<file path="src/rtl/fifo_pkg.sv">
// Shared async-FIFO helpers: Gray/binary conversion and default geometry.
// Pure functions and constants; no state, no latency.
// No handshake of its own; callers own all flow control.
package fifo_pkg;

    // Default stack geometry shared by the read and write control stages.
    localparam int STK_PTR_WIDTH = 3;
    localparam int SYNC_STAGES   = 2;

    // Widest counter the conversion helpers handle. Callers zero-extend a
    // narrower counter into gword_t and truncate the result back. Zero upper
    // bits do not disturb either conversion, so one function serves every
    // counter width.
    localparam int GRAY_MAX_W = 32;
    typedef logic [GRAY_MAX_W-1:0] gword_t;

    // Binary to reflected Gray code.
    function automatic gword_t bin2gray(input gword_t bin);
        return bin ^ (bin >> 1);
    endfunction

    // Reflected Gray code to binary: each bit is the XOR of all Gray bits at
    // or above it.
    function automatic gword_t gray2bin(input gword_t gray);
        gword_t bin;
        bin[GRAY_MAX_W-1] = gray[GRAY_MAX_W-1];
        for (int i = GRAY_MAX_W - 2; i >= 0; i--) begin
            bin[i] = bin[i+1] ^ gray[i];
        end
        return bin;
    endfunction

endpackage

</file>
<file path="src/rtl/rd_empty_ctrl_unit_if.sv">
// Read-domain control bundle between the consumer/rd_cntr_unit and rd_empty_ctrl_unit.
// Wires only; no latency of its own.
// rd_ack is the only back-pressure: no grant means the consumer's read is not taken.
interface rd_empty_ctrl_unit_if
    import fifo_pkg::*;
#(
    parameter int CW = STK_PTR_WIDTH + 1
);

    logic [CW-1:0] rd_cntr;
    logic          read_fr_stk;
    logic [CW-1:0] wr_cntr_gray;
    logic          rd_ack;
    logic [CW-1:0] rd_cntr_gray;
    logic          stk_empty;
    logic          stk_almost_empty;
    logic [CW-1:0] rd_level;
    logic          underflow_err;
    logic          ptr_err;

    // Consumer / counter side: drives requests and counters, observes status.
    modport master (
        output rd_cntr,
        output read_fr_stk,
        output wr_cntr_gray,
        input  rd_ack,
        input  rd_cntr_gray,
        input  stk_empty,
        input  stk_almost_empty,
        input  rd_level,
        input  underflow_err,
        input  ptr_err
    );

    // Control-unit side.
    modport slave (
        input  rd_cntr,
        input  read_fr_stk,
        input  wr_cntr_gray,
        output rd_ack,
        output rd_cntr_gray,
        output stk_empty,
        output stk_almost_empty,
        output rd_level,
        output underflow_err,
        output ptr_err
    );

endinterface

</file>
<file path="src/rtl/rd_empty_ctrl_unit_sync_ff_chain.sv">
// N-stage, W-bit flop chain for bringing a Gray counter into a new clock domain.
// Latency: stages clock edges from d to q.
// No back-pressure; samples d every edge.
module sync_ff_chain #(
    parameter int width  = 4,
    parameter int stages = 2
) (
    input  logic             clk,
    input  logic             rst,
    input  logic [width-1:0] d,
    output logic [width-1:0] q
);

    logic [width-1:0] stg [stages];

    // Shift the sampled value down the chain; synchronous clear to zero.
    always_ff @(posedge clk) begin
        if (rst) begin
            for (int i = 0; i < stages; i++) begin
                stg[i] <= '0;
            end
        end else begin
            stg[0] <= d;
            for (int i = 1; i < stages; i++) begin
                stg[i] <= stg[i-1];
            end
        end
    end

    assign q = stg[stages-1];

endmodule

</file>
<file path="src/rtl/rd_empty_ctrl_unit.sv">
// Read-side empty control: read grant, empty/almost-empty flags, fill level, Gray export.
// Latency: rd_ack is combinational; flags, level and Gray counter update 1 edge after the request.
// Back-pressure: rd_ack stays low while the registered empty flag is set or during reset.
module rd_empty_ctrl_unit
    import fifo_pkg::*;
#(
    parameter int stk_ptr_width       = STK_PTR_WIDTH,
    parameter int sync_stages         = SYNC_STAGES,
    parameter int almost_empty_thresh = 1
) (
    input  logic          clk_read,
    input  logic          rst,
    rd_empty_ctrl_unit_if.slave bus
);

    localparam int CW = stk_ptr_width + 1;
    typedef logic [CW-1:0] cnt_t;

    // A legal level never exceeds the stack depth.
    localparam cnt_t LVL_LIMIT = cnt_t'(1 << stk_ptr_width);
    localparam cnt_t AE_THRESH = cnt_t'(almost_empty_thresh);

    cnt_t wr_sync_gray;
    cnt_t wr_sync_bin;
    cnt_t rd_nxt;
    cnt_t lvl_nxt;
    logic rd_ack;

    cnt_t rd_cntr_gray_q;
    cnt_t rd_level_q;
    logic stk_empty_q;
    logic stk_almost_empty_q;
    logic underflow_err_q;
    logic ptr_err_q;

    // The write counter is Gray-coded at the source, so at most one bit is in
    // flight and the chain output is always a valid, possibly stale, count.
    sync_ff_chain #(
        .width  (CW),
        .stages (sync_stages)
    ) u_wr_sync (
        .clk (clk_read),
        .rst (rst),
        .d   (bus.wr_cntr_gray),
        .q   (wr_sync_gray)
    );

    // Grant, next read pointer and next level; the level uses the stale write
    // count, so empty can only be late to clear, never early.
    always_comb begin
        wr_sync_bin = cnt_t'(gray2bin(gword_t'(wr_sync_gray)));
        rd_ack      = bus.read_fr_stk & ~stk_empty_q & ~rst;
        rd_nxt      = bus.rd_cntr + cnt_t'(rd_ack);
        lvl_nxt     = wr_sync_bin - rd_nxt;
    end

    // Flag, level and exported Gray pointer registers; errors are sticky until reset.
    always_ff @(posedge clk_read) begin
        if (rst) begin
            rd_cntr_gray_q     <= '0;
            rd_level_q         <= '0;
            stk_empty_q        <= 1'b1;
            stk_almost_empty_q <= 1'b1;
            underflow_err_q    <= 1'b0;
            ptr_err_q          <= 1'b0;
        end else begin
            rd_cntr_gray_q     <= cnt_t'(bin2gray(gword_t'(rd_nxt)));
            rd_level_q         <= lvl_nxt;
            stk_empty_q        <= (lvl_nxt == '0);
            stk_almost_empty_q <= (lvl_nxt <= AE_THRESH);
            if (bus.read_fr_stk && stk_empty_q) begin
                underflow_err_q <= 1'b1;
            end
            if (lvl_nxt > LVL_LIMIT) begin
                ptr_err_q <= 1'b1;
            end
        end
    end

    assign bus.rd_ack           = rd_ack;
    assign bus.rd_cntr_gray     = rd_cntr_gray_q;
    assign bus.rd_level         = rd_level_q;
    assign bus.stk_empty        = stk_empty_q;
    assign bus.stk_almost_empty = stk_almost_empty_q;
    assign bus.underflow_err    = underflow_err_q;
    assign bus.ptr_err          = ptr_err_q;

endmodule
</file>
<file path="src/flat_wrapper.sv">
// flat-port wrapper written by rule: the top's interface ports become plain ports
module rd_empty_ctrl_unit_flat import fifo_pkg::*;
#(
    parameter int stk_ptr_width       = STK_PTR_WIDTH,
    parameter int sync_stages         = SYNC_STAGES,
    parameter int almost_empty_thresh = 1
)
  (clk_read, rst, bus_rd_cntr, bus_read_fr_stk, bus_wr_cntr_gray, bus_rd_ack, bus_rd_cntr_gray, bus_stk_empty, bus_stk_almost_empty, bus_rd_level, bus_underflow_err, bus_ptr_err);
  rd_empty_ctrl_unit_if bus_i ();
  input  logic clk_read;
  input  logic rst;
  input wire logic [$bits(bus_i.rd_cntr)-1:0] bus_rd_cntr;
  input wire logic [$bits(bus_i.read_fr_stk)-1:0] bus_read_fr_stk;
  input wire logic [$bits(bus_i.wr_cntr_gray)-1:0] bus_wr_cntr_gray;
  output wire logic [$bits(bus_i.rd_ack)-1:0] bus_rd_ack;
  output wire logic [$bits(bus_i.rd_cntr_gray)-1:0] bus_rd_cntr_gray;
  output wire logic [$bits(bus_i.stk_empty)-1:0] bus_stk_empty;
  output wire logic [$bits(bus_i.stk_almost_empty)-1:0] bus_stk_almost_empty;
  output wire logic [$bits(bus_i.rd_level)-1:0] bus_rd_level;
  output wire logic [$bits(bus_i.underflow_err)-1:0] bus_underflow_err;
  output wire logic [$bits(bus_i.ptr_err)-1:0] bus_ptr_err;
  assign bus_i.rd_cntr = bus_rd_cntr;
  assign bus_i.read_fr_stk = bus_read_fr_stk;
  assign bus_i.wr_cntr_gray = bus_wr_cntr_gray;
  assign bus_rd_ack = bus_i.rd_ack;
  assign bus_rd_cntr_gray = bus_i.rd_cntr_gray;
  assign bus_stk_empty = bus_i.stk_empty;
  assign bus_stk_almost_empty = bus_i.stk_almost_empty;
  assign bus_rd_level = bus_i.rd_level;
  assign bus_underflow_err = bus_i.underflow_err;
  assign bus_ptr_err = bus_i.ptr_err;
  rd_empty_ctrl_unit #(.stk_ptr_width(stk_ptr_width), .sync_stages(sync_stages), .almost_empty_thresh(almost_empty_thresh)) u_core (.clk_read(clk_read), .rst(rst), .bus(bus_i));
endmodule
</file>
<file path="config.mk">
export PLATFORM = sky130hd
export DESIGN_NAME = rd_empty_ctrl_unit_flat
export DESIGN_NICKNAME = d
export VERILOG_FILES = /design/src/rtl/fifo_pkg.sv /design/src/rtl/rd_empty_ctrl_unit_if.sv /design/src/rtl/rd_empty_ctrl_unit_sync_ff_chain.sv /design/src/rtl/rd_empty_ctrl_unit.sv /design/src/flat_wrapper.sv
export SDC_FILE = /design/constraint.sdc
export NUM_CORES = 1
export LEC_CHECK = 0
export ABC_AREA = 1
export BUFFER_PORTS_ARGS = -buffer_cell sky130_fd_sc_hd__buf_4
export CAP_MARGIN = 25
export CELL_PAD_IN_SITES_DETAIL_PLACEMENT = 0
export CELL_PAD_IN_SITES_GLOBAL_PLACEMENT = 1
export CORE_ASPECT_RATIO = 0.6
export CORE_MARGIN = 4
export CORE_UTILIZATION = 30
export CTS_CLUSTER_DIAMETER = 100
export DETAILED_ROUTE_END_ITERATION = 10
export PLACE_DENSITY = 0.7
export SLEW_MARGIN = 20
export SYNTH_ARGS = -nofsm -noshare
export SYNTH_HDL_FRONTEND = slang
export SYNTH_SLANG_ARGS = --single-unit
</file>
<file path="constraint.sdc">
create_clock -name clk_read -period 4.3 [get_ports clk_read]
set_clock_uncertainty 0.1 [all_clocks]
set_input_delay 0.43 -clock clk_read [delete_from_list [all_inputs] [get_ports clk_read]]
set_output_delay 0.43 -clock clk_read [all_outputs]
set_load 0.02 [all_outputs]
</file>
==> results.txt, run 1 <==
Status - completed
Placed cells - 151
Cell area after synthesis - 833.3 um2
Critical Path RT - 4.35 ns
Share of cells above drive strength 1 - 23.58%
Adder-cell share of the synthesized area - 9.910%
Number of antenna violations at the first check in global routing - 0
Worst r2r src - u_core.u_wr_sync.stg[0][7]
# IOs - 24
Synth Instances - 98
Compound-gate portion of the synthesized area - 7.357%
Lkg Pwr - 0.0005648 uW
CP Max Fanout - 19
Drc violations - 0
FF+latch count, synth - 20
Final Net Count - 141
Startpoint Class - input pin
Die span in y - 48.83 um
Worst slew pin tran - 0.3310 ns
Psw - 140.0 uW
Max Slew Vio Count - 0
Synthesis-to-layout area growth - 33.18%
Total Power - 520.5 uW
Clock power frac - 35.7%
Mapped Avg Cell Area - 8.503 um2
Overflow after GRT - 0
Initial core utilization - 32.36%
DP Wirelength - 1.276 mm
Rel. slew slack - 77.78%
Post-layout util - 43.10%
Tmin final - 2.543 ns
Post-synthesis mux area share - 0%
Vias in the first global route - 616
Worst Hold End - u_core.u_wr_sync.stg[0][1]
Clk Latency, worst-skew pair - 0.26 ns
GRT Total Usage - 9.799%
CTS Hold Bufs - 0
Kind of end point of the critical path - flop
Final setup vio count - 0
TritonCTS clock tree - done
Max Fclk - 0.3932 GHz
Logic pwr share - 23.3%
Setup_tns - 0 ns
First-pass GRT wire length - 2.891 mm
Most frequent cells in the layout - buf_4 (23), dfxtp_1 (20), inv_1 (18), nor2_1 (14), nand2_1 (11)
Die Width - 76.04 um
Core Area - 2575 um2
Pwr/cell area - 469.0 nW/um2
Flop-to-flop setup slack - 1.88 ns
Sequential share of power - 40.9%
Max_cap viols - 0
CTS Sinks - 20
Synth Area in XOR/XNOR - 8.108%
Routed wire length per instance - 10.61 um
Worst slack at placement - 1.495 ns
Largest family of logic cells by synthesized area - simple AND/OR/NAND/NOR gates
Final Hold Vio Count - 0
Routed vias/inst - 4.297
Critical path class - input pin to flop
WHS Path Cells - 3
Simple-Gate Fraction of Synth Area - 17.57%
Yosys warns - 0
Worst R2R End - u_core.bus.ptr_err
Sequential area share after synthesis - 48.05%
Initial drt markers - 32
H-tree levels - 1
Fin cells - 155
Switching Fraction - 26.89%
Post-cts sizing count - 0
RSZ-0062 raised after global routing - no
Syn Nets - 115
Die Area - 3713 um2
Pre-Repair DR Iteration Count - 3
Gpl congestion - 0.8142
DR vias - 666
Worst reg2reg path depth - 10
Peak supply drop - 0.1938 mV
Port-buffer cells - 23
Cell variety after synth - 16
Largest net degree at the start of global routing - 20
CTS root buf - clkbuf_8
Cell Int Power - 380.6 uW
Commonest non-fill, non-tap cell in the layout - buf_4
Row cnt - 14
Worst hold path type - input pin to flop
Total wire length - 1.644 mm
Worst-path clk slew - 0.07 ns
Post-CTS setup buffers - 0
Worst path arrival time - 2.60 ns
Clock tree buffer depth - 2
Num CTS Buffers - 3
Antenna-violating nets left - 0
Hold Startpoint - bus_wr_cntr_gray[1]
Diode count - 0
Ratio of final minimum period to clock period - 59.14%
Final Worst Setup Slack - 1.757 ns
## cell type report
type,count,area (um2)
Multi-Input combinational cell,58,357.8
Fill cell,266,1465
Clock buffer,3,41.29
Clock inverter,1,30.03
Inverter,18,67.56
Sequential cell,20,400.4
Timing Repair Buffer,23,172.7
Tap cell,32,40.04
## routing by layer
| layer | GRT usage (%) | wire (um) | up-vias |
|---|---|---|---|
| met5 | 0 | 0 | - |
| met4 | 4.438 | 34 | 0 |
| met3 | 4.982 | 132 | 5 |
| met2 | 12.64 | 591 | 20 |
| met1 | 13.30 | 886 | 288 |
| li1 | - | - | 353 |
## synthesized netlist by cell type, drive strengths merged
cell type / number / share of area (%)
dfxtp: 20 / 48
inv: 18 / 8.1
nor2: 14 / 6.3
nand2: 11 / 5.0
nand3: 8 / 4.8
a21oi: 6 / 3.6
ha: 5 / 7.5
xor2: 4 / 6.0
clkbuf: 2 / 0.90
nand4: 2 / 1.5
o21ai: 2 / 1.2
o21bai: 2 / 1.8
xnor2: 2 / 2.1
a31oi: 1 / 0.75
fa: 1 / 2.4
## critical path, cell delays in order
cell and delay, ns:
buf_4 0.18, inv_1 0.12, nand2_1 0.06, nor2_1 0.16, ha_1 0.24, ha_1 0.18, xor2_1 0.22, inv_1 0.11
ha_1 0.33, a21oi_1 0.16, nand2_1 0.08, inv_1 0.05, nand3_1 0.08, nand2_1 0.12, o21bai_1 0.07
## power groups by stage
stage / registers [uW] / logic [uW] / clock network [uW]
2_1_floorplan: 237 / 54.7 / 0
3_3_place_gp: 218 / 122 / 0
6_report: 213 / 122 / 186
4_1_cts: 213 / 123 / 191
5_1_grt: 215 / 136 / 198
3_5_place_dp: 217 / 122 / 0
## metrics by stage
stage / hold slack [ns] / area [um2]
2_1_floorplan: 0.2883 / 833.3
3_3_place_gp: 0.2911 / 1039
3_5_place_dp: 0.2965 / 1039
4_1_cts: 0.2606 / 1110
5_1_grt: 0.2671 / 1110
6_report: 0.2670 / 1110
## worst max path at each step
stage          startpoint                           to  slack (ns)  cells past startpoint
3_5_place_dp          rst         u_core.bus.stk_empty        1.49                     15
3_3_place_gp          rst  u_core.bus.stk_almost_empty        1.59                     15
4_1_cts               rst  u_core.bus.stk_almost_empty        1.77                     15
2_1_floorplan         rst  u_core.bus.stk_almost_empty        1.50                     15
5_1_grt               rst  u_core.bus.stk_almost_empty        1.55                     15
6_report              rst  u_core.bus.stk_almost_empty        1.76                     15
## sequential cells by signal, summed over array words and instances, names as in the netlist
name,count
u_core.bus.rd_level,4
u_core.bus.ptr_err,1
u_core.bus.rd_cntr_gray,4
u_core.bus.underflow_err,1
u_core.u_wr_sync.stg,8
u_core.bus.stk_empty,1
u_core.bus.stk_almost_empty,1
## cell families (layout without fill, tap and decap cells)
kind of cell	Yosys count	after routing
and+or+nand+nor	35	35
DFF	20	20
buffers and inverters	20	45
AOI/OAI and AO/OA	11	11
adders and majority gates	6	6
xor gates and xnor gates	6	6
No activity file was read; power rests on OpenSTA's default activity.
==> run 2: changes to the inputs <==
--- a/config.mk
+++ b/config.mk
@@ -15,7 +15,7 @@
 export CORE_UTILIZATION = 30
 export CTS_CLUSTER_DIAMETER = 100
 export DETAILED_ROUTE_END_ITERATION = 10
-export PLACE_DENSITY = 0.7
+export PLACE_DENSITY = 0.73
 export SLEW_MARGIN = 20
 export SYNTH_ARGS = -nofsm -noshare
 export SYNTH_HDL_FRONTEND = slang
==> constraint.sdc (replaced) <==
create_clock -name clk_read -period 2.3 [get_ports clk_read]
set_clock_uncertainty 0.1 [all_clocks]
set_input_delay 0.23 -clock clk_read [delete_from_list [all_inputs] [get_ports clk_read]]
set_output_delay 0.23 -clock clk_read [all_outputs]
set_load 0.02 [all_outputs]
==> results.txt, run 2 (same netlist as run 1, synthesis figures left out) <==
Status - completed
Overflow after GRT - 0 (unchanged)
Routed vias/inst - 4.264 (-0.77%)
Die Area - 3713 um2 (unchanged)
Crit path max-delay family - adder cells
Clock tree buffer depth - 2 (unchanged)
Gpl congestion - 0.7639 (-6.2%)
Routed wire length per instance - 10.39 um (-2.1%)
Row cnt - 14 (unchanged)
Synthesis-to-layout area growth - 47.00%
Antenna-violating nets left - 0 (unchanged)
Pre-Repair DR Iteration Count - 3 (unchanged)
Die Width - 76.04 um (unchanged)
DR vias - 695 (+4.4%)
Worst path bufs/invs - 2 (-2)
CTS root buf - clkbuf_8
Worst-path clk slew - 0.07 ns (about the same)
Critical Path RT - 2.41 ns (-1.94 ns)
Final Hold Vio Count - 0 (unchanged)
Worst path arrival time - 2.28 ns (-0.32 ns)
Num CTS Buffers - 3 (unchanged)
Die span in y - 48.83 um (unchanged)
Worst path cell trace - xor2_2, xor2_2, xor2_1, ha_1, inv_1, fa_2, inv_1, a31oi_1, nand2_1, nand2_1
Startpoint Class - flop
Rel. slew slack - 85.89% (+8.1 points)
Port-buffer cells - 23 (unchanged)
Post-layout util - 47.57% (+4.5 points)
DP Area - 1131 um2 (+8.9%)
Critical path class - flop to flop
Initial core utilization - 32.36% (unchanged)
CP max-delay cell - fa_2
Largest net degree at the start of global routing - 19 (-5.0%)
Most frequent cells in the layout - buf_4 (31), dfxtp_1 (18), inv_1 (17), nor2_1 (13), nand2_1 (10)
Commonest non-fill, non-tap cell in the layout - buf_4
Initial drt markers - 9 (-72%)
Post-CTS setup buffers - 0 (unchanged)
Lkg Pwr - 0.0006080 uW (+7.6%)
CP Max Fanout - 4 (-15)
Total wire length - 1.693 mm (+3.0%)
Peak supply drop - 0.4569 mV (+140%)
# IOs - 24 (unchanged)
Core Area - 2575 um2 (unchanged)
CTS Hold Bufs - 0 (unchanged)
H-tree levels - 1 (unchanged)
CTS Sinks - 20 (unchanged)
Kind of end point of the critical path - flop
Post-route cell area - 1225 um2 (+10%)
Drc violations - 0 (unchanged)
Number of antenna violations at the first check in global routing - 0 (unchanged)
Largest register by flop count - u_core.u_wr_sync.stg
Final setup vio count - 0 (unchanged)
Max Fclk - 0.4600 GHz
Largest register FFs - 8 (unchanged)
Clk Latency, worst-skew pair - 0.26 ns (about the same)
TritonCTS clock tree - done
Worst hold path type - input pin to flop
Max_cap viols - 0 (unchanged)
DP Wirelength - 1.324 mm (+3.8%)
Critical Path Max Stage Delay - 0.51 ns (+0.18 ns)
Max Slew Vio Count - 0 (unchanged)
Final Net Count - 149 (+5.7%)
Worst slew pin tran - 0.2106 ns (-0.1203 ns)
Ratio of final minimum period to clock period - 94.51%
First-pass GRT wire length - 2.711 mm (-6.2%)
Pwr/cell area - 822.6 nW/um2 (+75%)
Diode count - 0 (unchanged)
Tmin final - 2.174 ns
Share of cells above drive strength 1 - 35.88% (+12 points)
GRT Total Usage - 9.223% (-0.58 points)
Vias in the first global route - 602 (-2.3%)
==> run 2: cell count changes in the layout (fill, tap and decap cells not counted), moves of 2 or more <==
| cell | delta |
|---|---|
| ha_1 | -2 |
| dfxtp_2 | +2 |
| ha_4 | +2 |
| buf_4 | +8 |
| dfxtp_1 | -2 |
==> run 2: final cells by class <==
class | count | area [um2]
Fill cell | 243 | 1350
Tap cell | 32 | 40.04
Clock buffer | 3 | 41.29
Inverter | 18 | 67.56
Timing Repair Buffer | 31 | 232.7
Sequential cell | 20 | 402.9
Clock inverter | 1 | 30.03
Multi-Input combinational cell | 58 | 410.4
==> run 2: per-stage QoR <==
step,setup TNS (ns),std cells,power (uW),hold WS (ns),setup WS (ns)
2_1_floorplan,0,98,552.4,0.2370,0.02249
3_3_place_gp,-0.005902,159,658.0,0.2915,-0.005902
3_5_place_dp,-0.01734,159,659.5,0.2983,-0.01734
4_1_cts,0,163,1025,0.06377,0.02635
5_1_grt,-0.003457,163,1064,0.07561,-0.003457
6_report,0,163,1008,0.07044,0.1262
==> run 2: final timing paths <==
| kind | start | to | slack [ns] | cells after the start |
|---|---|---|---|---|
| hold / removal | bus_wr_cntr_gray[1] | u_core.u_wr_sync.stg[0][1] | 0.07 | 3 |
| setup reg to reg | u_core.u_wr_sync.stg[0][7] | u_core.bus.ptr_err | 0.13 | 10 |
| hold reg to reg | u_core.u_wr_sync.stg[0][3] | u_core.u_wr_sync.stg[0][7] | 0.30 | 2 |
| setup / recovery | u_core.u_wr_sync.stg[0][7] | u_core.bus.ptr_err | 0.13 | 10 |
==> run 2: report_power, final <==
part           leakage (uW)  total, uW  internal [uW]  switching [uW]
clock             0.0000357        347            232             114
sequential         0.000167        401            384            16.7
combinational      0.000405        260            120             140
total              0.000608       1010            737             271
==> run 2: per-layer routing <==
layer  vias to the layer above  part of all wire [%]  wire length [um]  track usage, %
met5                         -                     0                 0               0
met1                       305                    52               875           12.34
met3                         2                   8.7               147           5.720
li1                        368                     -                 -               -
met2                        20                    39               657           12.07
met4                         0                  0.71                12           2.663
==> run 2: worst min-delay path, stage by stage <==
cell and delay (ns):
buf_4 0.08, inv_1 0.03, nor2_1 0.06
==> run 2: repair_timing <==
item,in CTS,in global routing
endpoints found under the setup margin,3,4
pin swaps,0,4
gates resized for setup,1,5
gates cloned,0,0
